===== src/rtl/xnor_pop_stream_if.sv =====
// Stream bundle for xnor_pop_stream.
// Carries the beat input handshake and the buffered result handshake.
interface xnor_pop_stream_if #(
   parameter int IN_W    = 48,
   parameter int VEC_LEN = 576,
   parameter int MAJ_EN  = 0
);
   localparam int N_EFF = (MAJ_EN != 0) ? VEC_LEN / 3 : VEC_LEN;
   localparam int OUT_W = $clog2(N_EFF + 1);

   logic             in_valid;
   logic             in_ready;
   logic [IN_W-1:0]  in_a;
   logic [IN_W-1:0]  in_w;
   logic             out_valid;
   logic             out_ready;
   logic [OUT_W-1:0] out_pop;
   logic             out_bit;

   modport master (
      output in_valid, in_a, in_w, out_ready,
      input  in_ready, out_valid, out_pop, out_bit
   );

   modport slave (
      input  in_valid, in_a, in_w, out_ready,
      output in_ready, out_valid, out_pop, out_bit
   );
endinterface


===== src/rtl/xnor_pop_stream.sv =====
// Streaming XNOR popcount over VEC_LEN-bit vectors sent as IN_W-bit beats,
// with optional majority-of-3 reduction and a one-entry result buffer.
module xnor_pop_stream #(
   parameter int IN_W    = 48,
   parameter int VEC_LEN = 576,
   parameter int MAJ_EN  = 0,
   localparam int BEATS  = VEC_LEN / IN_W,
   localparam int N_EFF  = (MAJ_EN != 0) ? VEC_LEN / 3 : VEC_LEN,
   localparam int OUT_W  = $clog2(N_EFF + 1),
   localparam int BI_W   = (BEATS > 1) ? $clog2(BEATS) : 1
) (
   input  logic            clk,
   input  logic            reset,
   xnor_pop_stream_if.slave bus,
   output logic [BI_W-1:0] beat_idx
);
   localparam int G = (MAJ_EN != 0) ? IN_W / 3 : IN_W;

   if (VEC_LEN % IN_W != 0) begin : g_bad_len
      $error("VEC_LEN must be a multiple of IN_W");
   end
   if (MAJ_EN != 0 && IN_W % 3 != 0) begin : g_bad_maj
      $error("IN_W must be a multiple of 3 when MAJ_EN=1");
   end

   logic [IN_W-1:0]  x;
   logic [G-1:0]     terms;
   logic [OUT_W-1:0] cnt;
   logic [OUT_W-1:0] acc;
   logic [OUT_W-1:0] sum;
   logic [OUT_W:0]   dbl;
   logic             last;
   logic             take;
   logic             valid_q;
   logic [OUT_W-1:0] pop_q;
   logic             bit_q;

   assign x = ~(bus.in_a ^ bus.in_w);

   if (MAJ_EN != 0) begin : g_maj
      for (genvar k = 0; k < G; k++) begin : g_grp
         assign terms[k] = (x[3*k] & x[3*k+1]) |
                           (x[3*k] & x[3*k+2]) |
                           (x[3*k+1] & x[3*k+2]);
      end
   end else begin : g_plain
      assign terms = x;
   end

   always_comb begin
      cnt = '0;
      for (int i = 0; i < G; i++) begin
         cnt = cnt + OUT_W'(terms[i]);
      end
   end

   // acc never exceeds N_EFF, so OUT_W bits cannot wrap
   assign sum  = acc + cnt;
   assign dbl  = {sum, 1'b0};
   assign last = (beat_idx == BI_W'(BEATS - 1));
   assign take = bus.in_valid && bus.in_ready;

   // only the closing beat can collide with a held result
   assign bus.in_ready  = !last || !valid_q || bus.out_ready;
   assign bus.out_valid = valid_q;
   assign bus.out_pop   = pop_q;
   assign bus.out_bit   = bit_q;

   always_ff @(posedge clk) begin
      if (reset) begin
         acc     <= '0;
         valid_q <= 1'b0;
         pop_q   <= '0;
         bit_q   <= 1'b0;
      end else begin
         if (valid_q && bus.out_ready) begin
            valid_q <= 1'b0;
         end
         if (take) begin
            if (last) begin
               pop_q   <= sum;
               bit_q   <= dbl > (OUT_W+1)'(N_EFF);
               valid_q <= 1'b1;
               acc     <= '0;
            end else begin
               acc     <= sum;
            end
         end
      end
   end

   if (BEATS > 1) begin : g_idx
      always_ff @(posedge clk) begin
         if (reset) begin
            beat_idx <= '0;
         end else if (take) begin
            beat_idx <= last ? '0 : beat_idx + 1'b1;
         end
      end
   end else begin : g_idx1
      assign beat_idx = '0;
   end
endmodule


===== src/flat_wrapper.sv =====
// flat-port wrapper written by rule: the top's interface ports become plain ports
module xnor_pop_stream_flat 
#(
   parameter int IN_W    = 48,
   parameter int VEC_LEN = 576,
   parameter int MAJ_EN  = 0,
   localparam int BEATS  = VEC_LEN / IN_W,
   localparam int N_EFF  = (MAJ_EN != 0) ? VEC_LEN / 3 : VEC_LEN,
   localparam int OUT_W  = $clog2(N_EFF + 1),
   localparam int BI_W   = (BEATS > 1) ? $clog2(BEATS) : 1
)
  (clk, reset, beat_idx, bus_in_valid, bus_in_a, bus_in_w, bus_out_ready, bus_in_ready, bus_out_valid, bus_out_pop, bus_out_bit);
  xnor_pop_stream_if #(.IN_W(IN_W), .VEC_LEN(VEC_LEN), .MAJ_EN(MAJ_EN)) bus_i ();
  input  logic clk;
  input  logic reset;
  output logic [BI_W-1:0] beat_idx;
  input wire logic [$bits(bus_i.in_valid)-1:0] bus_in_valid;
  input wire logic [$bits(bus_i.in_a)-1:0] bus_in_a;
  input wire logic [$bits(bus_i.in_w)-1:0] bus_in_w;
  input wire logic [$bits(bus_i.out_ready)-1:0] bus_out_ready;
  output wire logic [$bits(bus_i.in_ready)-1:0] bus_in_ready;
  output wire logic [$bits(bus_i.out_valid)-1:0] bus_out_valid;
  output wire logic [$bits(bus_i.out_pop)-1:0] bus_out_pop;
  output wire logic [$bits(bus_i.out_bit)-1:0] bus_out_bit;
  assign bus_i.in_valid = bus_in_valid;
  assign bus_i.in_a = bus_in_a;
  assign bus_i.in_w = bus_in_w;
  assign bus_i.out_ready = bus_out_ready;
  assign bus_in_ready = bus_i.in_ready;
  assign bus_out_valid = bus_i.out_valid;
  assign bus_out_pop = bus_i.out_pop;
  assign bus_out_bit = bus_i.out_bit;
  xnor_pop_stream #(.IN_W(IN_W), .VEC_LEN(VEC_LEN), .MAJ_EN(MAJ_EN)) u_core (.clk(clk), .reset(reset), .bus(bus_i), .beat_idx(beat_idx));
endmodule

===== config.mk =====
export PLATFORM = sky130hd
export DESIGN_NAME = xnor_pop_stream_flat
export DESIGN_NICKNAME = d
export VERILOG_FILES = /design/src/rtl/xnor_pop_stream_if.sv /design/src/rtl/xnor_pop_stream.sv /design/src/flat_wrapper.sv
export SDC_FILE = /design/constraint.sdc
export NUM_CORES = 1
export LEC_CHECK = 0
export CORE_AREA = 2 2 95 79
export CTS_CLUSTER_DIAMETER = 40
export DETAILED_ROUTE_END_ITERATION = 12
export DIE_AREA = 0 0 97 81
export GPL_ROUTABILITY_DRIVEN = 0
export GPL_TIMING_DRIVEN = 1
export HOLD_SLACK_MARGIN = 0.02
export PLACE_DENSITY = 0.8
export SLEW_MARGIN = 20
export SYNTH_ARGS = -nofsm -noshare
export SYNTH_HDL_FRONTEND = slang
export SYNTH_SLANG_ARGS = --single-unit

===== constraint.sdc =====
create_clock -name clk -period 10.5 [get_ports clk]
set_input_delay 2.625 -clock clk [delete_from_list [all_inputs] [get_ports clk]]
set_output_delay 2.625 -clock clk [all_outputs]
set_load 0.01 [all_outputs]

# Yosys cells after proc, flatten, opt, wreduce, memory -nomap -nowiden

Cells that the tools add are included.

Add/sub/neg operators: 49
$lt $le $gt $ge: 1
Eq/ne operators: 1
Muxes and demuxes: 5
Bitwise gates (word level): 2
Reductions and logical operators: 7

Operators by type and width:

| operator                                                                           | number |
|---|---|
| 10-bit by 1-bit adder with 10-bit output                                           | 46 |
| 48-bit NOT                                                                         | 1 |
| 48-bit bitwise XOR                                                                 | 1 |
| 11-bit by 10-bit greater-than comparator with 1-bit output (second input constant) | 1 |
| 10-bit adder                                                                       | 1 |
| 10-bit two-way mux                                                                 | 1 |
| 4-bit by 1-bit adder with 4-bit output (second input constant)                     | 1 |
| 4-bit equality test (second input constant)                                        | 1 |
| 4-bit two-way mux                                                                  | 1 |
| 1-bit two-way mux                                                                  | 3 |
| 1-bit by 1-bit adder with 2-bit output                                             | 1 |
| 1-bit logical AND                                                                  | 2 |
| 1-bit logical NOT                                                                  | 2 |
| 1-bit logical OR                                                                   | 2 |
| 2-bit AND reduction                                                                | 1 |

Register bits: 26
Output and inout bits: 17
Word-level logic and storage cells: 70

# Longest topological paths before layout

Depth in word-level cells: 51
Mapped depth: 21
Depth with buffers taken out: 21

# Worst setup path before layout

OpenSTA, ideal clock, no wires.

Path type: input -> register
Start point: input port bus_in_a[0]
End point: register u_core.bit_q, in the netlist u_core.bus.out_bit
Setup time: 0.132 ns
Arrival time: 8.274 ns
Required time: 10.368 ns
Path slack: 2.094 ns
Stages on the path: 19
Cell sequence: xnor2_1 ha_1 inv_1 fa_1 fa_1 fa_1 fa_1 fa_1 fa_1 fa_1 inv_1 ha_1 inv_1 fa_1 xnor2_1 or3b_1 o31a_1 o311ai_1 a211oi_1

Word-level cells in the longest chain between the ends: 51

RTL lines:

| what                                                       | RTL line              | text |
|---|---|---|
| start, declared                                            | flat_wrapper.sv:18    | `input wire logic [$bits(bus_i.in_a)-1:0] bus_in_a;` |
| 48-bit bitwise XOR                                         | xnor_pop_stream.sv:38 | `assign x = ~(bus.in_a ^ bus.in_w);` |
| 48-bit NOT                                                 | xnor_pop_stream.sv:38 |  |
| 1-bit by 1-bit adder with 2-bit output                     | xnor_pop_stream.sv:53 | `cnt = cnt + OUT_W'(terms[i]);` |
| 10-bit by 1-bit adder with 10-bit output (46 in series)    | xnor_pop_stream.sv:53 |  |
| 10-bit adder                                               | xnor_pop_stream.sv:58 | `assign sum = acc + cnt;` |
| 11-bit by 10-bit greater-than comparator with 1-bit output | xnor_pop_stream.sv:82 | `bit_q <= dbl > (OUT_W+1)'(N_EFF);` |
| end signal, assigned                                       | xnor_pop_stream.sv:82 |  |
| end, declared                                              | xnor_pop_stream.sv:36 | `logic bit_q;` |

No other way between the ends.
A chain may end at the register's enable or synchronous reset.

# Worst setup path after layout

Start point: input port bus_in_w[0]
End point: register u_core.bit_q, in the netlist u_core.bus.out_bit

Word-level cells in the longest chain between the ends: 51

RTL lines:

| what                                                       | RTL line              | text |
|---|---|---|
| start, declared                                            | flat_wrapper.sv:19    | `input wire logic [$bits(bus_i.in_w)-1:0] bus_in_w;` |
| 48-bit bitwise XOR                                         | xnor_pop_stream.sv:38 |  |
| 48-bit NOT                                                 | xnor_pop_stream.sv:38 |  |
| 1-bit by 1-bit adder with 2-bit output                     | xnor_pop_stream.sv:53 |  |
| 10-bit by 1-bit adder with 10-bit output (46 in series)    | xnor_pop_stream.sv:53 |  |
| 10-bit adder                                               | xnor_pop_stream.sv:58 |  |
| 11-bit by 10-bit greater-than comparator with 1-bit output | xnor_pop_stream.sv:82 |  |

No other way between the ends.

==> flow_summary_export.csv <==
group,metric,value,unit
outcome,status,"complete, no violations",
placement,dp_hpwl,5806,um
worst_setup_path,crit_type,"in -> reg",
route,via_count,2525,
placement,pre_cts_ws,1.242,ns
route,wl,6471,um
global_routing,grt_pass1_vias,2497,
cts,tritoncts,"built",
synthesis,avgSynthCellArea,9.550,sq um
layout,nNetsFinal,602,
global_routing,grt_pass1_wl,10470,um
floorplanning,num_rows,28,
layout,num_antenna_cells,0,
worst_setup_path,cp_max_fo,3,
global_routing,overflow,0,
worst_setup_path,crit_required,10.62,ns
placement,dp_cells,515,
timing,setup_viol,0,
timing,tns,0,ns
worst_setup_path,cp-end-kind,"register",
synthesis,syn_nets,488,
cts,clock_path_buffers,2,
layout,area_growth,43.62,%
timing,slew_viol_final,0,
timing,max_freq,111.8,MHz
cts,htree_levels,1,
placement,port-buffer-count,116,
synthesis,synth_area,0.003018,sq mm
route,wl_per_cell,12.47,um
cts,post-cts-setup-buffers,0,
cts,clock-sinks,26,
worst_setup_path,startpoint_type,"primary input",
cts,cts_resized,0,
route,viasPerCell,4.865,
cts,postCtsHoldBufs,0,
floorplanning,start_util,42.86,%
cts,worstSkewPairLatency,0.27,ns
job,cap_violations,0,
timing,rsz0062_at_grt,"false",
cts,path_clk_slew,0.09,ns
cts,cts-root-buf,"clkbuf_8",
timing,setup_ws,1.552,ns
timing,fin_skew,0.004175,ns
floorplanning,die_w,97,um
timing,slew-limit-headroom,37.78,%
worst_hold_path,min_path_type,"reg -> reg",
global_routing,antenna_found_initial,0,
timing,final.period_utilization,85.22,%
synthesis,yosysSeqAreaShare,17.25,%
synthesis,yosys_warnings,0,
synthesis,yosysUniqueCellTypes,41,
floorplanning,boundaryPins,117,
global_routing,track_usage,16.06,%
synthesis,synth-seq-cells,26,
global_routing,grt_max_degree,27,
worst_setup_path,crit_arrival,9.06,ns
route,remaining_drc_errors,0,
floorplanning,dieHeight,81,um
route,drtIter0Drc,86,
route,postRouteAntennaNets,0,
floorplanning,core-area,0.007042,sq mm
synthesis,netlist_instances,316,
timing,hold_viol_final,0,
layout,layout.cells.non_filler,519,
timing,tightest_slew,0.9303,ns
layout,drive_gt1_share,1.632,%
route,drt-pass1-iter-count,4,
timing,fin_crit,8.948,ns
cts,cts_buffers,3,
floorplanning,die-area,0.007857,sq mm
[cell usage after synthesis]
cell	number	area, sq um
inv_1	45	168.9
ha_1	32	400.4
a211o_1	1	8.760
a32oi_1	1	8.760
a22oi_1	8	60.06
a21oi_1	15	75.07
dfxtp_1	26	520.5
xnor2_1	27	236.5
o21ai_1	1	5.000
a311oi_1	1	8.760
and2_1	2	12.51
buf_2	2	10.01
a31o_1	1	8.760
or2_2	1	6.260
a211oi_2	1	12.51
o31a_1	1	8.760
nand3_1	2	10.01
nor2_1	24	90.09
a211oi_1	3	22.52
a41oi_1	1	8.760
a221o_1	1	10.01
nand3b_1	1	7.510
nand2_1	20	75.07
nand3_2	1	10.01
clkbuf_1	5	18.77
nor3b_1	2	15.01
fa_1	40	800.8
nor3_1	2	10.01
nand4_1	2	12.51
o21ai_0	2	10.01
nand2b_1	2	12.51
or3b_1	2	17.52
nor2b_1	4	25.02
a221oi_1	1	8.760
xor2_1	27	236.5
o311ai_1	1	8.760
or3_1	2	12.51
a21o_1	2	15.01
or2_1	1	6.260
a31oi_1	2	12.51
mux2i_1	1	10.01
[routing by layer]
layer  vias up  share of wire, %  global-route usage [%]
met5         -                 0                       0
met4         0              0.79                   2.817
met3         4               6.7                   3.012
met2        85                51                   29.44
met1      1186                42                   20.27
li1       1250                 -                       -
[layout by cell type, fill, tap and decap left out, drive strengths merged, types with 2 or more instances in the layout]
| cell | count |
|---|---|
| a211oi | 4 |
| a21o | 2 |
| a21oi | 15 |
| a22oi | 8 |
| a31oi | 2 |
| and2 | 2 |
| clkbuf | 3 |
| clkdlybuf4s50 | 116 |
| dfxtp | 26 |
| fa | 40 |
| ha | 32 |
| inv | 45 |
| nand2 | 20 |
| nand2b | 2 |
| nand3 | 3 |
| nand4 | 2 |
| nor2 | 24 |
| nor2b | 4 |
| nor3 | 2 |
| nor3b | 2 |
| o21ai | 3 |
| or2 | 2 |
| or3 | 2 |
| or3b | 2 |
| xnor2 | 27 |
| xor2 | 27 |
[layout make-up]
class / instances / area, sq um
Fill cell: 594 / 2708
Clock inverter: 1 / 30.03
Timing Repair Buffer: 116 / 1161
Multi-Input combinational cell: 238 / 2300
Clock buffer: 3 / 41.29
Inverter: 45 / 168.9
Sequential cell: 26 / 520.5
Tap cell: 90 / 112.6
[path summary, 6_finish.rpt]
check / slack [ns] / start / depth (start not counted) / end
setup / recovery: 1.55 / bus_in_w[0] / 21 / u_core.bus.out_bit
hold / removal: 0.46 / u_core.bus.out_pop[0] / 2 / u_core.bus.out_pop[0]
setup reg to reg: 4.37 / u_core.acc[0] / 18 / u_core.bus.out_bit
hold reg to reg: 0.46 / u_core.bus.out_pop[0] / 2 / u_core.bus.out_pop[0]
[per-stage QoR]
stage / instance area [sq um] / util [%] / hold slack [ns]
finish: 4334 / 61.55 / 0.4616
global route: 4334 / 61.55 / 0.4896
CTS: 4334 / 61.55 / 0.4626
detailed placement: 4263 / 60.54 / 0.4497
global placement: 4263 / 60.54 / 0.4440
floorplan: 3018 / - / 0.4603
[sequential cells by signal (all words and copies together) (netlist names)]
name                  count
u_core.bus.out_bit        1
u_core.bus.out_pop       10
u_core.beat_idx           4
u_core.bus.out_valid      1
u_core.acc               10
[critical path, cell delays in order]
cell and delay (ns):
clkdlybuf4s50_1 0.47, xnor2_1 0.13, ha_1 0.25, inv_1 0.07, fa_1 0.46, fa_1 0.52, fa_1 0.55, fa_1 0.54
fa_1 0.52, fa_1 0.52, fa_1 0.49, inv_1 0.07, ha_1 0.18, inv_1 0.06, fa_1 0.38, nand2b_1 0.18
a21oi_1 0.19, xor2_1 0.14, o31a_1 0.31, o311ai_1 0.26, a211oi_1 0.11
[cells by family after synthesis]
kind of cell / Yosys count / synth area share [%]
compound gates: 43 / 9.701
xor+xnor: 54 / 15.67
fa+ha+maj: 72 / 39.80
buf+inv: 52 / 6.551
flops: 26 / 17.25
mux: 1 / 0.3317
simple gates: 68 / 10.70
Power is left out: the tool's default activity adds up to more than one toggle a clock period on the data nets, which glitch-free logic cannot reach.
